### config.mk
export PLATFORM = sky130hd
export DESIGN_NAME = nclic_csr_unit
export DESIGN_NICKNAME = d
export VERILOG_FILES = /design/src/rtl/types_pkg.sv /design/src/rtl/nclic_cfg_reg.sv /design/src/rtl/nclic_csr_unit.sv
export SDC_FILE = /design/constraint.sdc
export NUM_CORES = 1
export LEC_CHECK = 0
export ABC_AREA = 1
export CORE_MARGIN = 3
export CORE_UTILIZATION = 35
export CTS_CLUSTER_DIAMETER = 200
export DETAILED_ROUTE_END_ITERATION = 16
export GPL_TIMING_DRIVEN = 1
export PLACE_DENSITY = 0.71
export SYNTH_ARGS = -nofsm -noshare
export SYNTH_HDL_FRONTEND = slang
export SYNTH_SLANG_ARGS = --single-unit
### constraint.sdc
create_clock -name clk -period 1.75 [get_ports clk]
set_input_delay 0.175 -clock clk [delete_from_list [all_inputs] [get_ports clk]]
set_output_delay 0.175 -clock clk [all_outputs]
set_load 0.05 [all_outputs]
### src/rtl/types_pkg.sv
// Shared types for the nested interrupt controller: CSR word layout, per-interrupt
// configuration record, CSR opcodes and the CSR responder state encoding.
package types_pkg;

  localparam int IntAmount  = 8;
  localparam int Priorities = 8;
  localparam int PrioWidth  = $clog2(Priorities);
  localparam int SlotWidth  = $clog2(IntAmount);

  typedef logic [31:0]          word;
  typedef logic [11:0]          CsrAddrT;
  typedef logic [SlotWidth-1:0] slot_t;
  // One extra bit so the dispatcher can present indices beyond the last line.
  typedef logic [SlotWidth:0]   IntIdx;

  localparam CsrAddrT CsrBase = 12'hB00;

  typedef enum logic [2:0] {
    ECALL  = 3'b000,
    CSRRW  = 3'b001,
    CSRRS  = 3'b010,
    CSRRC  = 3'b011,
    CSRRWI = 3'b101,
    CSRRSI = 3'b110,
    CSRRCI = 3'b111
  } csr_op_t;

  typedef struct packed {
    logic [PrioWidth-1:0] prio;
    logic                 enabled;
    logic                 pending;
  } int_config_t;

  typedef enum logic [1:0] {IDLE, EXEC, RESP} nclic_csr_state_t;

  function automatic int_config_t csr_to_cfg(input word w);
    int_config_t c;
    c.pending = w[0];
    c.enabled = w[1];
    c.prio    = w[PrioWidth+1:2];
    return c;
  endfunction

  function automatic word cfg_to_csr(input int_config_t c);
    word w;
    w                 = '0;
    w[0]              = c.pending;
    w[1]              = c.enabled;
    w[PrioWidth+1:2]  = c.prio;
    return w;
  endfunction

endpackage

### src/rtl/nclic_cfg_reg.sv
// Configuration register for one interrupt line: prio/enabled written by CSR,
// pending set by source rising edge, cleared by acknowledge, else CSR-written.
module nclic_cfg_reg
  import types_pkg::*;
(
  input  logic        clk,
  input  logic        reset_n,
  input  logic        src,
  input  logic        we,
  input  int_config_t wdata,
  input  logic        ack_clr,
  output int_config_t cfg
);

  logic src_q;
  logic rise;

  assign rise = src & ~src_q;

  // NOTE: state registers use non-blocking assignments so every flop samples
  // pre-edge values regardless of process ordering.
  always_ff @(posedge clk or negedge reset_n) begin
    if (!reset_n) begin
      src_q <= 1'b0;
      cfg   <= '0;
    end else begin
      src_q <= src;
      if (we) begin
        cfg.prio    <= wdata.prio;
        cfg.enabled <= wdata.enabled;
      end
      if (rise)         cfg.pending <= 1'b1;
      else if (ack_clr) cfg.pending <= 1'b0;
      else if (we)      cfg.pending <= wdata.pending;
    end
  end

endmodule

### src/rtl/nclic_csr_unit.sv
// CSR responder for the nested interrupt controller: three-state request/execute/
// respond sequencer performing atomic read-modify-write on per-interrupt config.
module nclic_csr_unit
  import types_pkg::*;
(
  input  logic                          clk,
  input  logic                          reset_n,
  input  logic                          req_valid,
  output logic                          req_ready,
  input  csr_op_t                       req_op,
  input  CsrAddrT                       req_addr,
  input  word                           req_wdata,
  output logic                          rsp_valid,
  input  logic                          rsp_ready,
  output word                           rsp_rdata,
  output logic                          rsp_err,
  input  logic [IntAmount-1:0]          int_src,
  input  logic                          ack_valid,
  input  IntIdx                         ack_idx,
  output int_config_t [IntAmount-1:0]   cfg
);

  nclic_csr_state_t state, state_nxt;
  csr_op_t          op_q;
  CsrAddrT          addr_q;
  word              wdata_q;

  CsrAddrT          offset;
  slot_t            slot;
  logic             hit;
  logic             illegal;
  logic             writes;
  logic             err;
  logic             do_write;
  word              old_word;
  word              new_word;

  logic [IntAmount-1:0] we;
  logic [IntAmount-1:0] ack_clr;

  assign req_ready = reset_n && (state == IDLE);
  assign rsp_valid = (state == RESP);

  // NOTE: every combinational output gets a default first so no path infers a latch.
  always_comb begin
    state_nxt = state;
    unique case (state)
      IDLE:    if (req_valid) state_nxt = EXEC;
      EXEC:    state_nxt = RESP;
      RESP:    if (rsp_ready) state_nxt = IDLE;
      default: state_nxt = IDLE;
    endcase
  end

  always_comb begin
    offset   = addr_q - CsrBase;
    hit      = (addr_q >= CsrBase) && (offset < CsrAddrT'(IntAmount));
    slot     = offset[SlotWidth-1:0];
    old_word = hit ? cfg_to_csr(cfg[slot]) : '0;
    new_word = old_word;
    illegal  = 1'b0;
    writes   = 1'b0;
    case (op_q)
      CSRRW, CSRRWI: begin new_word = wdata_q;             writes = 1'b1;     end
      CSRRS, CSRRSI: begin new_word = old_word | wdata_q;  writes = |wdata_q; end
      CSRRC, CSRRCI: begin new_word = old_word & ~wdata_q; writes = |wdata_q; end
      default:       illegal = 1'b1;
    endcase
    err      = illegal || !hit;
    do_write = (state == EXEC) && !err && writes;
  end

  for (genvar i = 0; i < IntAmount; i++) begin : g_int
    assign we[i]      = do_write && (slot == slot_t'(i));
    assign ack_clr[i] = ack_valid && (ack_idx == IntIdx'(i));

    nclic_cfg_reg u_cfg_reg (
      .clk     (clk),
      .reset_n (reset_n),
      .src     (int_src[i]),
      .we      (we[i]),
      .wdata   (csr_to_cfg(new_word)),
      .ack_clr (ack_clr[i]),
      .cfg     (cfg[i])
    );
  end

  // NOTE: request latches are reset too, so a reset mid-transaction leaves no
  // stale opcode/address to decode; they carry no storage array that would make this costly.
  always_ff @(posedge clk or negedge reset_n) begin
    if (!reset_n) begin
      state     <= IDLE;
      op_q      <= ECALL;
      addr_q    <= '0;
      wdata_q   <= '0;
      rsp_rdata <= '0;
      rsp_err   <= 1'b0;
    end else begin
      state <= state_nxt;
      if (state == IDLE && req_valid) begin
        op_q    <= req_op;
        addr_q  <= req_addr;
        wdata_q <= req_wdata;
      end
      if (state == EXEC) begin
        rsp_rdata <= err ? '0 : old_word;
        rsp_err   <= err;
      end
    end
  end

endmodule

### Word level (Yosys, flattened, before mapping)

Cells that the tools add are included.

* mux-type cells: 34
* bitwise operators: 19
* $lt $le $gt $ge: 3
* equal/unequal tests: 24
* $add $sub $neg: 1
* reduce and logical (&&, ||, !) cells: 42

Operator list (number)
* $reduce_or A32 Y1: 1
* $mux W1: 25
* $reduce_bool A3 Y1: 8
* $eq A3 B3 Y1 const B: 7
* $logic_and A1 B1 Y1: 21
* $eq A4 B3 Y1 const B: 4
* $bmux W5 S3: 1
* $mux W5: 3
* $pmux W5 S3: 1
* $eq A3 B2 Y1 const B: 4
* $ge A12 B12 Y1 const B: 1
* $lt A12 B4 Y1 const B: 1
* $sub A12 B12 Y12 const B: 1
* $and A1 B1 Y1: 8
* $eq A4 B2 Y1 const B: 2
* $not A1 Y1: 8
* $eq A3 B1 Y1 const B: 2
* $pmux W2 S3: 1
* $reduce_or A2 Y1: 3
* $reduce_or A6 Y1: 1
* $and A5 B5 Y5: 1
* $not A5 Y5: 1
* $or A5 B5 Y5: 1
* $eq A4 B1 Y1 const B: 1
* other kinds (14): 16

* output and inout port bits: 75
* logic and storage cells: 161
* bits of input ports: 64
* register bits after elaboration: 130

### Logic depth before layout (Yosys ltp)

* word-level depth: 12
* depth in mapped cells: 12
* mapped depth without buffers: 12

### By module

From an unflattened synthesis, not the netlist that was laid out.

* cells, all modules: 662
* area total of the unflattened synthesis: 4939.7 µm²

By module, submodules not included
* nclic_csr_unit: area an instance 3047.9 µm², seq. area each 1351.3 µm², times used 1, cells an instance 438
* nclic_cfg_reg: area an instance 236.5 µm², seq. area each 150.1 µm², times used 8, cells an instance 28

### Worst setup path after synthesis

OpenSTA, ideal clock, no wires.

* path type: reg-to-output
* from: register state[0]
* to: output port req_ready
* data required time: 1.575 ns
* slack: -0.032 ns
* arrival time: 1.607 ns
* path buffers: 0
* cell stages (with the launch flop): 2
* path through: dfrtp_1 > nor3b_1

* longest elaborated chain between the ends: 2

RTL lines
* start, declared: line nclic_csr_unit.sv:23 `nclic_csr_state_t state, state_nxt;`
* start signal, assigned: line nclic_csr_unit.sv:99 `state <= state_nxt;`
* $logic_not A2 Y1: line nclic_csr_unit.sv:41 `assign req_ready = reset_n && (state == IDLE);`
* $logic_and A1 B1 Y1: line nclic_csr_unit.sv:41
* end, declared: line nclic_csr_unit.sv:9 `output logic req_ready,`

Every way passes these cells.

### Worst setup path in the final report

* from: register addr_q[7]
* to: register, netlist name g_int[2].u_cfg_reg.cfg[4]

* longest elaborated chain between the ends: 9
* elaborated cells on any way between the ends: 14
* those cells by class: add/sub: 1; order compare: 2; mux: 2; bitwise: 2; reduce/logical: 7

RTL lines
* start, declared: line nclic_csr_unit.sv:25 `CsrAddrT addr_q;`
* start signal, assigned: line nclic_csr_unit.sv:102 `addr_q <= req_addr;`
* $sub A12 B12 Y12: line nclic_csr_unit.sv:56 `offset = addr_q - CsrBase;`
* $lt A12 B4 Y1: line nclic_csr_unit.sv:57 `hit = (addr_q >= CsrBase) && (offset < CsrAddrT'(IntAmount));`
* $logic_and A1 B1 Y1 *: line nclic_csr_unit.sv:57
* parallel branches: the longest is 6 deep, another holds $mux W5

Mark *: on every way between the ends.
A chain may end at the register's enable or synchronous reset.

==> qor.log <==
qor: placed_design.finalWeightedCongestion 0.796
qor: setup_path.crit_path_top_cell_by_count nand2_1
qor: sta.fmax 0.584 GHz
qor: cts.tritoncts.num_buffers 9
qor: floorplan.die_width 128 um
qor: synth.yosysWarningCount 0
qor: finish.layout-drive-gt1-share 17.9%
qor: route.routed-via-count 4610
qor: placed_design.area_after_detailed_placement 6420 um^2
qor: cts.cts-root-buf clkbuf_16
qor: pwr.pwr_density_cell 1360 nW/um^2
qor: cts.cts_buffer_depth 2
qor: synth.ys_async_sr_fraction 100%
qor: global_routing.grt_util_met1 22.1%
qor: setup_path.cp_data_arrival_time 1.99 ns
qor: synth.number_of_synthesized_flops_with_an_enable_pin 0
qor: synth.synthesis.instances 679
qor: pwr.maximum_ir_drop_on_the_vdd_rail 0.000630 V
qor: finish.syn_to_final_growth 31.1%
qor: synth.number_of_different_library_cells_in_the_post_synthesis_netlist 28
qor: sta.grt_setup_unrepaired true
qor: synth.ys.flop_type dfrtp_1
qor: sta.timing.max_slew.rel_slack 63.9%
qor: setup_path.endpoint_kind flip-flop
qor: placed_design.place_hpwl 9940 um
qor: floorplan.row_count 43
qor: global_routing.grt_pass1_vias 4299
qor: finish.finalInstanceArea 6800 um^2
qor: floorplan.floorplan.initialDensity 36.5%
qor: route.post-route-drc-count 0
qor: cts.cts.sinks 102
qor: route.detail_route.vias_per_cell 4.61
qor: sta.hold_viol_final 0
qor: floorplan.io_pins 139
qor: placed_design.buffer_ports.inserted 110
qor: route.drt_pass1_iterations 7
qor: sta.worst_clock_skew 0.00760 ns
qor: floorplan.floorplan.die_area 16300 um^2
qor: flow_run.cap_violations 0
qor: synth.synth_seq_area_share 49.2%
qor: global_routing.global_route_wire_length_before_repair 21400 um
qor: global_routing.grt_use_met3 3.58%
qor: setup_path.worst_path_maximum_fanout 4
qor: floorplan.die_height 128 um
qor: pwr.cellLeakagePower 3.52 nW
qor: cts.cts-htree-levels 3
qor: synth.synth_top_area_share 49.2%
qor: synth.synth_area_leaders dfrtp_1 49%, nand2_1 23%, nor2_1 4.9%, buf_4 3.9%, inv_1 3.3%
qor: setup_path.worstPathBufferInverterCount 1
qor: synth.synth.largest_area_cell dfrtp_1
qor: route.routedWlPerCell 13.4 um
qor: cts.worstSkewPairLatency 0.35 ns
qor: synth.synth.top_cells.by_count 311 x nand2_1, 102 x dfrtp_1, 68 x nor2_1
qor: finish.antenna_cells 0
qor: setup_path.timing.critical_path.from_type flip-flop
qor: global_routing.grt_max_degree 103
qor: synth.ys_seq_elements 102
qor: setup_path.timing.critical_path.required 2.03 ns
qor: finish.post-route-util 47.9%
qor: route.post_route_antenna_net_violation_count 0
qor: floorplan.fp.coreArea 14200 um^2
qor: synth.mappedNetlistArea 5180 um^2
qor: setup_path.timing.critical_path.cells buf_6 > nor2_2 > nand4_1 > nor3_4 > nand3_4 > nor2_4 > nand2_1 > nand2_1
qor: global_routing.grt-ovfl-total 0
qor: synth.most_used_standard_cell_by_instance_count_after_synthesis nand2_1
qor: sta.slew_viol_final 0
qor: setup_path.critical_path.top_delay_family simple AND/OR/NAND/NOR gates
qor: global_routing.grt_use_total 16.5%
qor: setup_path.critical-path-slowest-cell dfrtp_1
qor: setup_path.critical_path_type flip-flop to flip-flop
qor: sta.setup_viol 0
qor: sta.final_min_period_over_clock_period 97.8%
qor: global_routing.met2_capacity_usage_during_global_routing 26.5%
qor: pwr.total_power 0.00923 W
qor: sta.timing_worst_slew_pin_value 0.541 ns
qor: route.iteration_0_drc_markers 304
qor: global_routing.grt_antenna_before_repair 0
qor: cts.path_clk_slew 0.07 ns
qor: setup_path.slowest_delay 0.40 ns
qor: finish.finish.net_count 880
qor: worst_hold_path.hold_class input pin to flip-flop
qor: cts.tritoncts yes
qor: route.drt_wl_total 13400 um
qor: synth.synth.avg_cell_area 7.64 um^2
qor: sta.post-route-min-period 1.71 ns
qor: outcome.outcome completed
qor: global_routing.grt_most_used_layer met2
## logic make-up after synthesis
| kind of cell | Yosys count | share of synthesized area, % |
|---|---|---|
| other | 1 | 0.0723 |
| and+or+nand+nor | 438 | 36.1 |
| buffers and inverters | 93 | 9.92 |
| AOI/OAI and AO/OA | 45 | 4.68 |
| DFF | 102 | 49.2 |
## registers in the layout, summed over array words and instances (netlist names)
signal and cells:
rsp_err 1, addr_q 12, op_q 2, g_int.u_cfg_reg.cfg 40, g_int.u_cfg_reg.src_q 8, rsp_rdata 5
wdata_q 32, state 2
## stage by stage
stage	worst slack, ns	setup TNS, ns	hold slack [ns]	instances
after floorplan	0.266	0	-0.121	705
after global placement	0.0136	0	0.316	983
after detailed placement	-0.0379	-0.115	0.317	983
after CTS	-0.0149	-0.0399	0.278	998
after global routing	-0.0716	-1.33	0.300	999
final	0.0378	0	0.290	999
## worst paths after layout
| check | startpoint | to | slack (ns) | depth (start not counted) |
|---|---|---|---|---|
| max | addr_q[7] | g_int[2].u_cfg_reg.cfg[4] | 0.04 | 8 |
| min | int_src[6] | g_int[6].u_cfg_reg.src_q | 0.29 | 1 |
| max reg2reg | addr_q[7] | g_int[2].u_cfg_reg.cfg[4] | 0.04 | 8 |
| min reg2reg | wdata_q[27] | wdata_q[27] | 0.48 | 2 |
| max in group asynchronous | reset_n | addr_q[1] | 0.87 | 3 |
| min in group asynchronous | reset_n | wdata_q[28] | 0.45 | 3 |
## cells in the final DEF, fill, tap and decap left out
cell / instances
nand3_2: 6
nor2_1: 60
buf_6: 2
buf_12: 2
clkinv_2: 2
dfrtp_2: 2
clkbuf_16: 9
dfrtp_1: 100
nor3b_2: 1
o21bai_1: 1
dlygate4sd3_1: 1
clkdlybuf4s50_1: 61
nand2_4: 8
clkbuf_8: 1
nand2_1: 309
nor2_2: 11
o22ai_1: 12
a21oi_1: 7
clkinvlp_4: 2
o21ai_0: 16
nor3_2: 1
inv_2: 4
nand2_2: 4
o21ai_2: 1
nand3_1: 16
inv_1: 46
o21ai_1: 8
nand3_4: 2
nand4_1: 8
nor2_4: 11
conb_1: 27
buf_4: 77
nor3_4: 1
## worst reg2reg max path, stage by stage, from the launching register on
cell and delay (ns):
dfrtp_1 0.40, buf_6 0.12, nor2_2 0.08, nand4_1 0.21
nor3_4 0.32, nand3_4 0.19, nor2_4 0.17, nand2_1 0.09
nand2_1 0.07
## routing by layer
metal  share of wire [%]  vias to the layer above  wire length [um]
met1                  46                     2156              6150
met5                   0                        -                 0
met2                  47                      109              6350
li1                    -                     2329                 -
met4                 2.0                        0               270
met3                 4.9                       16               654
## cell type report
cell class,count,area [um^2]
inverters,50,188
multi-input cells,510,2300
clock buffers,10,239
well taps,180,225
clock inverters,4,25.0
fillers,1424,7410
flip-flops and latches,102,2550
repair buffers,143,1260
## power breakdown
part	total [W]	internal (W)	switching [W]	leakage, nW
registers	0.00344	0.00297	0.000469	1.31
clock network	0.00184	0.000982	0.000858	0.126
logic	0.00395	0.00141	0.00254	2.09
## timing repair
action                                 in CTS  in global routing
endpoints found under the hold margin     102                  0
setup buffers                               0                  1
resized for setup                           3                 24
hold buffers                                1                  0
setup endpoints to repair                  21                 41
pin swaps                                   0                 28
cloned                                      0                  0
Note: power is estimated with default switching activity, not from simulation.
